--- config.mk ---
export PLATFORM = sky130hd
export DESIGN_NAME = seq_stage_memory_flat
export DESIGN_NICKNAME = d
export VERILOG_FILES = /design/src/rtl/seq_stage_memory_if.sv /design/src/rtl/seq_stage_memory.sv /design/src/flat_wrapper.sv
export SDC_FILE = /design/constraint.sdc
export NUM_CORES = 1
export LEC_CHECK = 0
export ABC_AREA = 0
export BUFFER_PORTS_ARGS = -buffer_cell sky130_fd_sc_hd__buf_2
export CAP_MARGIN = 15
export CORE_MARGIN = 2
export CORE_UTILIZATION = 50
export CTS_BUF_LIST = sky130_fd_sc_hd__clkbuf_2
export DETAILED_ROUTE_END_ITERATION = 6
export PLACE_DENSITY_LB_ADDON = 0.15
export SYNTH_ARGS = -nofsm -noshare
export SYNTH_HDL_FRONTEND = slang
export SYNTH_SLANG_ARGS = --single-unit
--- constraint.sdc ---
create_clock -name i_clk -period 4.8 [get_ports i_clk]
set_input_delay 0.48 -clock i_clk [delete_from_list [all_inputs] [get_ports i_clk]]
set_output_delay 0.48 -clock i_clk [all_outputs]
set_load 0.05 [all_outputs]
--- src/rtl/seq_stage_memory_if.sv ---
// Signal bundle around the memory-access stage: execute handshake, data-memory
// req/ack port and the write stage's native fields. slave = the stage itself.
interface seq_stage_memory_if #(
    parameter int ADDRESS_SIZE = 10,
    parameter int DATA_SIZE    = 32
);
    // execute side
    logic                        i_valid;
    logic                        i_load;
    logic                        i_store;
    logic [ADDRESS_SIZE-1:0]     i_address;
    logic [DATA_SIZE-1:0]        i_store_data;
    logic signed [DATA_SIZE-1:0] i_result;
    logic [2:0]                  i_destination;
    logic                        i_register_file_write;
    logic                        o_stall;

    // data memory
    logic                        o_mem_req;
    logic                        o_mem_we;
    logic [ADDRESS_SIZE-1:0]     o_mem_addr;
    logic [DATA_SIZE-1:0]        o_mem_wdata;
    logic                        i_mem_ack;
    logic [DATA_SIZE-1:0]        i_mem_rdata;

    // write stage
    logic                        o_valid;
    logic                        o_data_source;
    logic [2:0]                  o_destination;
    logic signed [DATA_SIZE-1:0] o_result;
    logic [DATA_SIZE-1:0]        o_data;
    logic                        o_register_file_write;
    logic                        o_mem_error;

    modport slave (
        input  i_valid, i_load, i_store, i_address, i_store_data, i_result,
               i_destination, i_register_file_write, i_mem_ack, i_mem_rdata,
        output o_stall, o_mem_req, o_mem_we, o_mem_addr, o_mem_wdata,
               o_valid, o_data_source, o_destination, o_result, o_data,
               o_register_file_write, o_mem_error
    );

    modport master (
        output i_valid, i_load, i_store, i_address, i_store_data, i_result,
               i_destination, i_register_file_write, i_mem_ack, i_mem_rdata,
        input  o_stall, o_mem_req, o_mem_we, o_mem_addr, o_mem_wdata,
               o_valid, o_data_source, o_destination, o_result, o_data,
               o_register_file_write, o_mem_error
    );
endinterface

--- src/rtl/seq_stage_memory.sv ---
// Registered memory-access stage: one instruction per handshake, at most one
// data-memory load/store over req/ack with a bounded wait, one-cycle result out.
module seq_stage_memory #(
    parameter int ADDRESS_SIZE = 10,
    parameter int DATA_SIZE    = 32,
    parameter int ACK_TIMEOUT  = 15
) (
    input logic               i_clk,
    input logic               i_rst_n,
    seq_stage_memory_if.slave bus
);
    localparam int COUNT_WIDTH = $clog2(ACK_TIMEOUT + 1);
    localparam logic [COUNT_WIDTH-1:0] LAST_WAIT = COUNT_WIDTH'(ACK_TIMEOUT - 1);

    typedef enum logic {IDLE, MEM_WAIT} state_t;

    // fields of the memory instruction in flight, needed again at completion
    typedef struct packed {
        logic                 load;
        logic [2:0]           destination;
        logic [DATA_SIZE-1:0] result;
        logic                 register_file_write;
    } pending_t;

    typedef struct packed {
        logic                    req;
        logic                    we;
        logic [ADDRESS_SIZE-1:0] addr;
        logic [DATA_SIZE-1:0]    wdata;
    } mem_req_t;

    typedef struct packed {
        logic                 valid;
        logic                 data_source;
        logic [2:0]           destination;
        logic [DATA_SIZE-1:0] result;
        logic [DATA_SIZE-1:0] data;
        logic                 register_file_write;
        logic                 mem_error;
    } write_t;

    state_t                 state, state_d;
    logic [COUNT_WIDTH-1:0] wait_count, wait_count_d;
    pending_t               pending, pending_d;
    mem_req_t               mem, mem_d;
    write_t                 wr, wr_d;

    // NOTE: every signal driven here gets a default before the case so no path
    // leaves it unassigned; otherwise synthesis would infer a latch.
    always_comb begin
        state_d      = state;
        wait_count_d = wait_count;
        pending_d    = pending;
        mem_d        = mem;
        wr_d         = wr;
        wr_d.valid               = 1'b0;
        wr_d.register_file_write = 1'b0;
        wr_d.mem_error           = 1'b0;

        case (state)
            IDLE: begin
                if (bus.i_valid) begin
                    if (bus.i_load || bus.i_store) begin
                        state_d                       = MEM_WAIT;
                        wait_count_d                  = '0;
                        pending_d.load                = bus.i_load;
                        pending_d.destination         = bus.i_destination;
                        pending_d.result              = bus.i_result;
                        pending_d.register_file_write = bus.i_register_file_write;
                        mem_d.req                     = 1'b1;
                        // a combined load/store is a load
                        mem_d.we                      = bus.i_store & ~bus.i_load;
                        mem_d.addr                    = bus.i_address;
                        mem_d.wdata                   = bus.i_store_data;
                    end else begin
                        wr_d.valid               = 1'b1;
                        wr_d.data_source         = 1'b0;
                        wr_d.destination         = bus.i_destination;
                        wr_d.result              = bus.i_result;
                        wr_d.register_file_write = bus.i_register_file_write;
                    end
                end
            end

            MEM_WAIT: begin
                // ack is checked first so it wins over a timeout on the same edge
                if (bus.i_mem_ack) begin
                    state_d                  = IDLE;
                    mem_d.req                = 1'b0;
                    wr_d.valid               = 1'b1;
                    wr_d.data_source         = pending.load;
                    wr_d.destination         = pending.destination;
                    wr_d.result              = pending.result;
                    wr_d.register_file_write = pending.load & pending.register_file_write;
                    if (pending.load) begin
                        wr_d.data = bus.i_mem_rdata;
                    end
                end else if (wait_count == LAST_WAIT) begin
                    state_d          = IDLE;
                    mem_d.req        = 1'b0;
                    wr_d.valid       = 1'b1;
                    wr_d.data_source = 1'b0;
                    wr_d.destination = pending.destination;
                    wr_d.result      = pending.result;
                    wr_d.mem_error   = 1'b1;
                end else begin
                    wait_count_d = wait_count + COUNT_WIDTH'(1);
                end
            end

            default: state_d = IDLE;
        endcase
    end

    // NOTE: sequential state uses non-blocking assignments so every register
    // samples the pre-edge values regardless of statement order.
    always_ff @(posedge i_clk or negedge i_rst_n) begin
        if (!i_rst_n) begin
            state      <= IDLE;
            wait_count <= '0;
            pending    <= '0;
            mem        <= '0;
            wr         <= '0;
        end else begin
            state      <= state_d;
            wait_count <= wait_count_d;
            pending    <= pending_d;
            mem        <= mem_d;
            wr         <= wr_d;
        end
    end

    assign bus.o_stall               = (state == MEM_WAIT);
    assign bus.o_mem_req             = mem.req;
    assign bus.o_mem_we              = mem.we;
    assign bus.o_mem_addr            = mem.addr;
    assign bus.o_mem_wdata           = mem.wdata;
    assign bus.o_valid               = wr.valid;
    assign bus.o_data_source         = wr.data_source;
    assign bus.o_destination         = wr.destination;
    assign bus.o_result              = wr.result;
    assign bus.o_data                = wr.data;
    assign bus.o_register_file_write = wr.register_file_write;
    assign bus.o_mem_error           = wr.mem_error;
endmodule
--- src/flat_wrapper.sv ---
// flat-port wrapper written by rule: the top's interface ports become plain ports
module seq_stage_memory_flat 
#(
    parameter int ADDRESS_SIZE = 10,
    parameter int DATA_SIZE    = 32,
    parameter int ACK_TIMEOUT  = 15
)
  (i_clk, i_rst_n, bus_i_valid, bus_i_load, bus_i_store, bus_i_address, bus_i_store_data, bus_i_result, bus_i_destination, bus_i_register_file_write, bus_i_mem_ack, bus_i_mem_rdata, bus_o_stall, bus_o_mem_req, bus_o_mem_we, bus_o_mem_addr, bus_o_mem_wdata, bus_o_valid, bus_o_data_source, bus_o_destination, bus_o_result, bus_o_data, bus_o_register_file_write, bus_o_mem_error);
  seq_stage_memory_if #(.ADDRESS_SIZE(ADDRESS_SIZE), .DATA_SIZE(DATA_SIZE)) bus_i ();
  input logic i_clk;
  input logic i_rst_n;
  input wire logic [$bits(bus_i.i_valid)-1:0] bus_i_valid;
  input wire logic [$bits(bus_i.i_load)-1:0] bus_i_load;
  input wire logic [$bits(bus_i.i_store)-1:0] bus_i_store;
  input wire logic [$bits(bus_i.i_address)-1:0] bus_i_address;
  input wire logic [$bits(bus_i.i_store_data)-1:0] bus_i_store_data;
  input wire logic [$bits(bus_i.i_result)-1:0] bus_i_result;
  input wire logic [$bits(bus_i.i_destination)-1:0] bus_i_destination;
  input wire logic [$bits(bus_i.i_register_file_write)-1:0] bus_i_register_file_write;
  input wire logic [$bits(bus_i.i_mem_ack)-1:0] bus_i_mem_ack;
  input wire logic [$bits(bus_i.i_mem_rdata)-1:0] bus_i_mem_rdata;
  output wire logic [$bits(bus_i.o_stall)-1:0] bus_o_stall;
  output wire logic [$bits(bus_i.o_mem_req)-1:0] bus_o_mem_req;
  output wire logic [$bits(bus_i.o_mem_we)-1:0] bus_o_mem_we;
  output wire logic [$bits(bus_i.o_mem_addr)-1:0] bus_o_mem_addr;
  output wire logic [$bits(bus_i.o_mem_wdata)-1:0] bus_o_mem_wdata;
  output wire logic [$bits(bus_i.o_valid)-1:0] bus_o_valid;
  output wire logic [$bits(bus_i.o_data_source)-1:0] bus_o_data_source;
  output wire logic [$bits(bus_i.o_destination)-1:0] bus_o_destination;
  output wire logic [$bits(bus_i.o_result)-1:0] bus_o_result;
  output wire logic [$bits(bus_i.o_data)-1:0] bus_o_data;
  output wire logic [$bits(bus_i.o_register_file_write)-1:0] bus_o_register_file_write;
  output wire logic [$bits(bus_i.o_mem_error)-1:0] bus_o_mem_error;
  assign bus_i.i_valid = bus_i_valid;
  assign bus_i.i_load = bus_i_load;
  assign bus_i.i_store = bus_i_store;
  assign bus_i.i_address = bus_i_address;
  assign bus_i.i_store_data = bus_i_store_data;
  assign bus_i.i_result = bus_i_result;
  assign bus_i.i_destination = bus_i_destination;
  assign bus_i.i_register_file_write = bus_i_register_file_write;
  assign bus_i.i_mem_ack = bus_i_mem_ack;
  assign bus_i.i_mem_rdata = bus_i_mem_rdata;
  assign bus_o_stall = bus_i.o_stall;
  assign bus_o_mem_req = bus_i.o_mem_req;
  assign bus_o_mem_we = bus_i.o_mem_we;
  assign bus_o_mem_addr = bus_i.o_mem_addr;
  assign bus_o_mem_wdata = bus_i.o_mem_wdata;
  assign bus_o_valid = bus_i.o_valid;
  assign bus_o_data_source = bus_i.o_data_source;
  assign bus_o_destination = bus_i.o_destination;
  assign bus_o_result = bus_i.o_result;
  assign bus_o_data = bus_i.o_data;
  assign bus_o_register_file_write = bus_i.o_register_file_write;
  assign bus_o_mem_error = bus_i.o_mem_error;
  seq_stage_memory #(.ADDRESS_SIZE(ADDRESS_SIZE), .DATA_SIZE(DATA_SIZE), .ACK_TIMEOUT(ACK_TIMEOUT)) u_core (.i_clk(i_clk), .i_rst_n(i_rst_n), .bus(bus_i));
endmodule
==> impl_results.html <==
<table>
<tr><th>Metric</th><th>Value</th></tr>
<tr><th colspan="2">Cells and area</th></tr>
<tr><td>Synth-to-Final Area Change</td><td>42.1%</td></tr>
<tr><td>Filler instances</td><td>784</td></tr>
<tr><td>Post-layout utilization of the core</td><td>0.728</td></tr>
<tr><td>Net count, final</td><td>860</td></tr>
<tr><td>Register Area</td><td>3930 µm²</td></tr>
<tr><td>Number of inserted diodes</td><td>0</td></tr>
<tr><td>Cell area after layout</td><td>8780 µm²</td></tr>
<tr><td>Proportion of layout cells with a drive suffix above 1</td><td>0.513</td></tr>
<tr><td>Area of the multi-input gates</td><td>2100 µm²</td></tr>
<tr><th colspan="2">STA</th></tr>
<tr><td>Max Clock Freq</td><td>0.416 GHz</td></tr>
<tr><td>Endpoints failing hold</td><td>0</td></tr>
<tr><td>Worst-margin pin slew</td><td>1.10 ns</td></tr>
<tr><td>Setup total negative slack</td><td>0 ns</td></tr>
<tr><td>Final-report max-slew violation count</td><td>0</td></tr>
<tr><td>Number of setup violations in the final report</td><td>0</td></tr>
<tr><td>Unrepaired setup endpoints after global routing</td><td>no</td></tr>
<tr><td>Layout Skew</td><td>0.0277 ns</td></tr>
<tr><td>Rel. slew slack</td><td>0.263</td></tr>
<tr><td>Final Worst Setup Slack</td><td>2.40 ns</td></tr>
<tr><td>Period utilisation layout</td><td>0.501</td></tr>
<tr><td>Minimum period implied by the final worst setup slack</td><td>2.40 ns</td></tr>
<tr><th colspan="2">Setup path</th></tr>
<tr><td>Data arrival, critical path</td><td>3.00 ns</td></tr>
<tr><td>WP buf/inv</td><td>1</td></tr>
<tr><td>CP peak stage delay</td><td>0.78 ns</td></tr>
<tr><td>Setup CP Type</td><td>reg2reg</td></tr>
<tr><td>Top fanout value on the critical path</td><td>46</td></tr>
<tr><td>Sort of element at the end of the critical path</td><td>register</td></tr>
<tr><td>CP top delay family</td><td>simple AND/OR/NAND/NOR gates</td></tr>
<tr><td>Ordered cell list for the critical path</td><td>nand2b_4 &gt; nor2_4 &gt; buf_12 &gt; mux2_2</td></tr>
<tr><td>Worst Setup Start Kind</td><td>register</td></tr>
<tr><td>Slowest cell on the critical path</td><td>sky130_fd_sc_hd__nor2_4</td></tr>
<tr><td>Req. time, crit path</td><td>5.39 ns</td></tr>
<tr><th colspan="2">Run</th></tr>
<tr><td>Max-capacitance violation count</td><td>0</td></tr>
<tr><th colspan="2">Logic synthesis</th></tr>
<tr><td>Synth Area in Adders</td><td>0.00405</td></tr>
<tr><td>Fraction of synthesized cell area taken by the top area cell type</td><td>0.636</td></tr>
<tr><td>Synthesized Nets</td><td>516</td></tr>
<tr><td>Yosys synthesis warning count</td><td>0</td></tr>
<tr><td>Area of the mapped netlist</td><td>6180 µm²</td></tr>
<tr><td>Compound-Gate Fraction of Synth Area</td><td>0.0743</td></tr>
<tr><td>Xor/xnor cell area share of the yosys netlist</td><td>0</td></tr>
<tr><td>Simple logic cell fraction of the synthesized area</td><td>0.0563</td></tr>
<tr><td>Largest family of logic cells by synthesized area</td><td>multiplexers</td></tr>
<tr><td>Most used flip-flop cell after synthesis</td><td>sky130_fd_sc_hd__dfrtp_1</td></tr>
<tr><td>Largest cells by area after synthesis</td><td>sky130_fd_sc_hd__dfrtp_1, sky130_fd_sc_hd__mux2_2, sky130_fd_sc_hd__a221o_1</td></tr>
<tr><td>Share of flip-flops with an asynchronous set or reset</td><td>1.00</td></tr>
<tr><td>Number of synthesized flops with an enable pin</td><td>0</td></tr>
<tr><td>Total of flip-flops plus latches after synthesis</td><td>157</td></tr>
<tr><td>Most frequent cell after synthesis</td><td>sky130_fd_sc_hd__dfrtp_1</td></tr>
<tr><td>Synth Area per Inst</td><td>15.5 µm²</td></tr>
<tr><td>Synth Instances</td><td>398</td></tr>
<tr><td>Netlist cell types</td><td>33</td></tr>
<tr><td>Area leader, netlist</td><td>sky130_fd_sc_hd__dfrtp_1</td></tr>
<tr><td>Ranking of synthesized cells by instance count</td><td>sky130_fd_sc_hd__dfrtp_1, sky130_fd_sc_hd__mux2_2, sky130_fd_sc_hd__a221o_1</td></tr>
<tr><td>Mux cell area share after synthesis</td><td>0.204</td></tr>
<tr><td>Sequential fraction of the synthesis area</td><td>0.636</td></tr>
<tr><th colspan="2">GRT</th></tr>
<tr><td>Maximum number of pins on one net before global-route repair</td><td>71</td></tr>
<tr><td>Remaining global-route overflow</td><td>0</td></tr>
<tr><td>Number of global-route vias before repair</td><td>4770</td></tr>
<tr><td>Global-route usage over all layers</td><td>0.230</td></tr>
<tr><td>Global-route wire length before repair</td><td>23400 µm</td></tr>
<tr><td>Number of antenna violations at the first check in global routing</td><td>0</td></tr>
<tr><th colspan="2">Pwr</th></tr>
<tr><td>Worst vdd rail ir drop</td><td>0.285 mV</td></tr>
<tr><td>Leak pwr</td><td>0.00422 µW</td></tr>
<tr><td>Power density cells</td><td>542 nW/µm²</td></tr>
<tr><th colspan="2">Drt</th></tr>
<tr><td>Routed wire length</td><td>14700 µm</td></tr>
<tr><td>DR vias</td><td>4630</td></tr>
<tr><td>Post-detailed-route via-to-cell ratio</td><td>5.02</td></tr>
<tr><td>Number of antenna-violating nets in the routed design</td><td>0</td></tr>
<tr><td>Routed len/inst</td><td>15.9 µm</td></tr>
<tr><td>Number of DRC markers after the initial detailed-route iteration</td><td>155</td></tr>
<tr><td>Number of search-and-repair iterations in the first detailed-routing pass</td><td>7</td></tr>
<tr><td>Post-detailed-route DRC marker count</td><td>0</td></tr>
<tr><th colspan="2">Floorplanning</th></tr>
<tr><td>Die Span Y</td><td>115 µm</td></tr>
<tr><td>Core Box Area</td><td>12100 µm²</td></tr>
<tr><td>Number of rows created at floorplan</td><td>40</td></tr>
<tr><td>I/O pin count</td><td>232</td></tr>
<tr><td>Die outline area</td><td>13300 µm²</td></tr>
<tr><td>Starting density of the core</td><td>0.512</td></tr>
<tr><td>Die extent in x</td><td>115 µm</td></tr>
<tr><th colspan="2">Placement</th></tr>
<tr><td>Port Buf Inserts</td><td>231</td></tr>
<tr><td>DP Area</td><td>7460 µm²</td></tr>
<tr><td>RePlAce Congestion</td><td>0.774</td></tr>
<tr><td>HPWL after detailed placement</td><td>8950 µm</td></tr>
<tr><td>Worst setup slack before clock tree synthesis</td><td>2.39 ns</td></tr>
<tr><th colspan="2">Status</th></tr>
<tr><td>Status</td><td>complete, no violations</td></tr>
<tr><th colspan="2">Worst hold path</th></tr>
<tr><td>Hold/Removal Path Class</td><td>in2reg</td></tr>
<tr><th colspan="2">CTS</th></tr>
<tr><td>Number of buffers inserted for hold repair after clock tree synthesis</td><td>112</td></tr>
<tr><td>Post-cts gate resize count</td><td>0</td></tr>
<tr><td>Register clock-pin slew on the reported worst setup and hold paths</td><td>0.20 ns</td></tr>
<tr><td>CTS Root Buffer Type</td><td>sky130_fd_sc_hd__clkbuf_2</td></tr>
<tr><td>Maximum number of buffers from clock root to sink</td><td>2</td></tr>
<tr><td>Number of buffers inserted to repair setup after CTS</td><td>0</td></tr>
<tr><td>H-tree depth</td><td>4</td></tr>
<tr><td>Cts bufs inserted</td><td>17</td></tr>
<tr><td>Number of clock sinks</td><td>157</td></tr>
<tr><td>Clock latency on the worst-skew pair</td><td>0.71 ns</td></tr>
<tr><td>Clock tree from TritonCTS</td><td>built</td></tr>
</table>
==> cells in the final DEF (no fill, tap or decap), types with 3 or more instances in the layout <==
cell type and n:
sky130_fd_sc_hd__inv_1 3, sky130_fd_sc_hd__a221o_2 4, sky130_fd_sc_hd__clkbuf_2 20, sky130_fd_sc_hd__nand3_1 4
sky130_fd_sc_hd__dfrtp_1 157, sky130_fd_sc_hd__dlygate4sd3_1 112, sky130_fd_sc_hd__mux2_2 110, sky130_fd_sc_hd__and2_1 29
sky130_fd_sc_hd__a221o_1 31, sky130_fd_sc_hd__clkinv_1 6, sky130_fd_sc_hd__buf_4 4, sky130_fd_sc_hd__clkinv_2 4
sky130_fd_sc_hd__and2_2 7, sky130_fd_sc_hd__buf_2 230, sky130_fd_sc_hd__o21ai_0 3
==> path summary, 6_finish.rpt <==
check / from / end / cells after the start / slack (ns)
min in group asynchronous: i_rst_n / u_core.bus.o_data[28] / 2 / 0.14
hold / removal: bus_i_mem_ack / u_core.wait_count[0] / 4 / 0.12
setup reg to reg: u_core.bus.o_stall / u_core.pending[0] / 4 / 2.40
hold reg to reg: u_core.pending[25] / u_core.bus.o_result[24] / 1 / 0.50
setup / recovery: u_core.bus.o_stall / u_core.pending[0] / 4 / 2.40
max in group asynchronous: i_rst_n / u_core.bus.o_mem_addr[8] / 3 / 3.55
==> per-stage QoR <==
| stage | instances | power (µW) | hold slack (ns) |
|---|---|---|---|
| final | 923 | 4760 | 0.118 |
| after global routing | 923 | 5000 | 0.0475 |
| after CTS | 923 | 4790 | 0.0154 |
| after detailed placement | 779 | 4060 | 0.329 |
| after global placement | 779 | 4020 | 0.327 |
| after floorplan | 398 | 3530 | 0.184 |
==> per-layer routing <==
layer,track usage,up-vias,wire length [µm]
met3,0.0738,19,1050
met2,0.402,180,7370
li1,-,2140,-
met1,0.265,2291,6000
met5,0,-,0
met4,0.0835,0,251
==> registers in the layout, summed over array words and instances, names as in the netlist, 3 cells and up <==
signal,cells
u_core.bus.o_result,32
u_core.wait_count,4
u_core.bus.o_destination,3
u_core.bus.o_data,32
u_core.pending,37
u_core.bus.o_mem_wdata,32
u_core.bus.o_mem_addr,10
==> cells by family (layout without fill, tap and decap cells) <==
group                    count (synthesis)  in the layout
AO/OA/AOI/OAI                           49             49
flip-flops                             157            157
AND/OR/NAND/NOR                         52             52
buffers and inverters                   26            383
adder cells (fa/ha/maj)                  2              2
multiplexers                           112            112
==> tightest hold or removal path: stages <==
cell,delay (ns)
sky130_fd_sc_hd__buf_2,0.12
sky130_fd_sc_hd__nor2b_1,0.06
sky130_fd_sc_hd__nand3_1,0.07
sky130_fd_sc_hd__o21ai_0,0.08
==> where the power goes <==
group / total [µW] / leakage (µW) / switching [µW] / internal, µW
registers: 1930 / 0.00188 / 212 / 1720
clock network: 650 / 0.000136 / 419 / 231
logic: 2180 / 0.00220 / 1530 / 648
total: 4760 / 0.00422 / 2160 / 2600
==> cell type report <==
cell class | instances | share of cell area
flip-flops and latches | 157 | 0.447
repair buffers | 348 | 0.266
multi-input cells | 215 | 0.239
well taps | 168 | 0.0239
clock inverters | 12 | 0.0117
clock buffers | 20 | 0.0114
inverters | 3 | 0.00128
(Power assumes the default switching activity.)
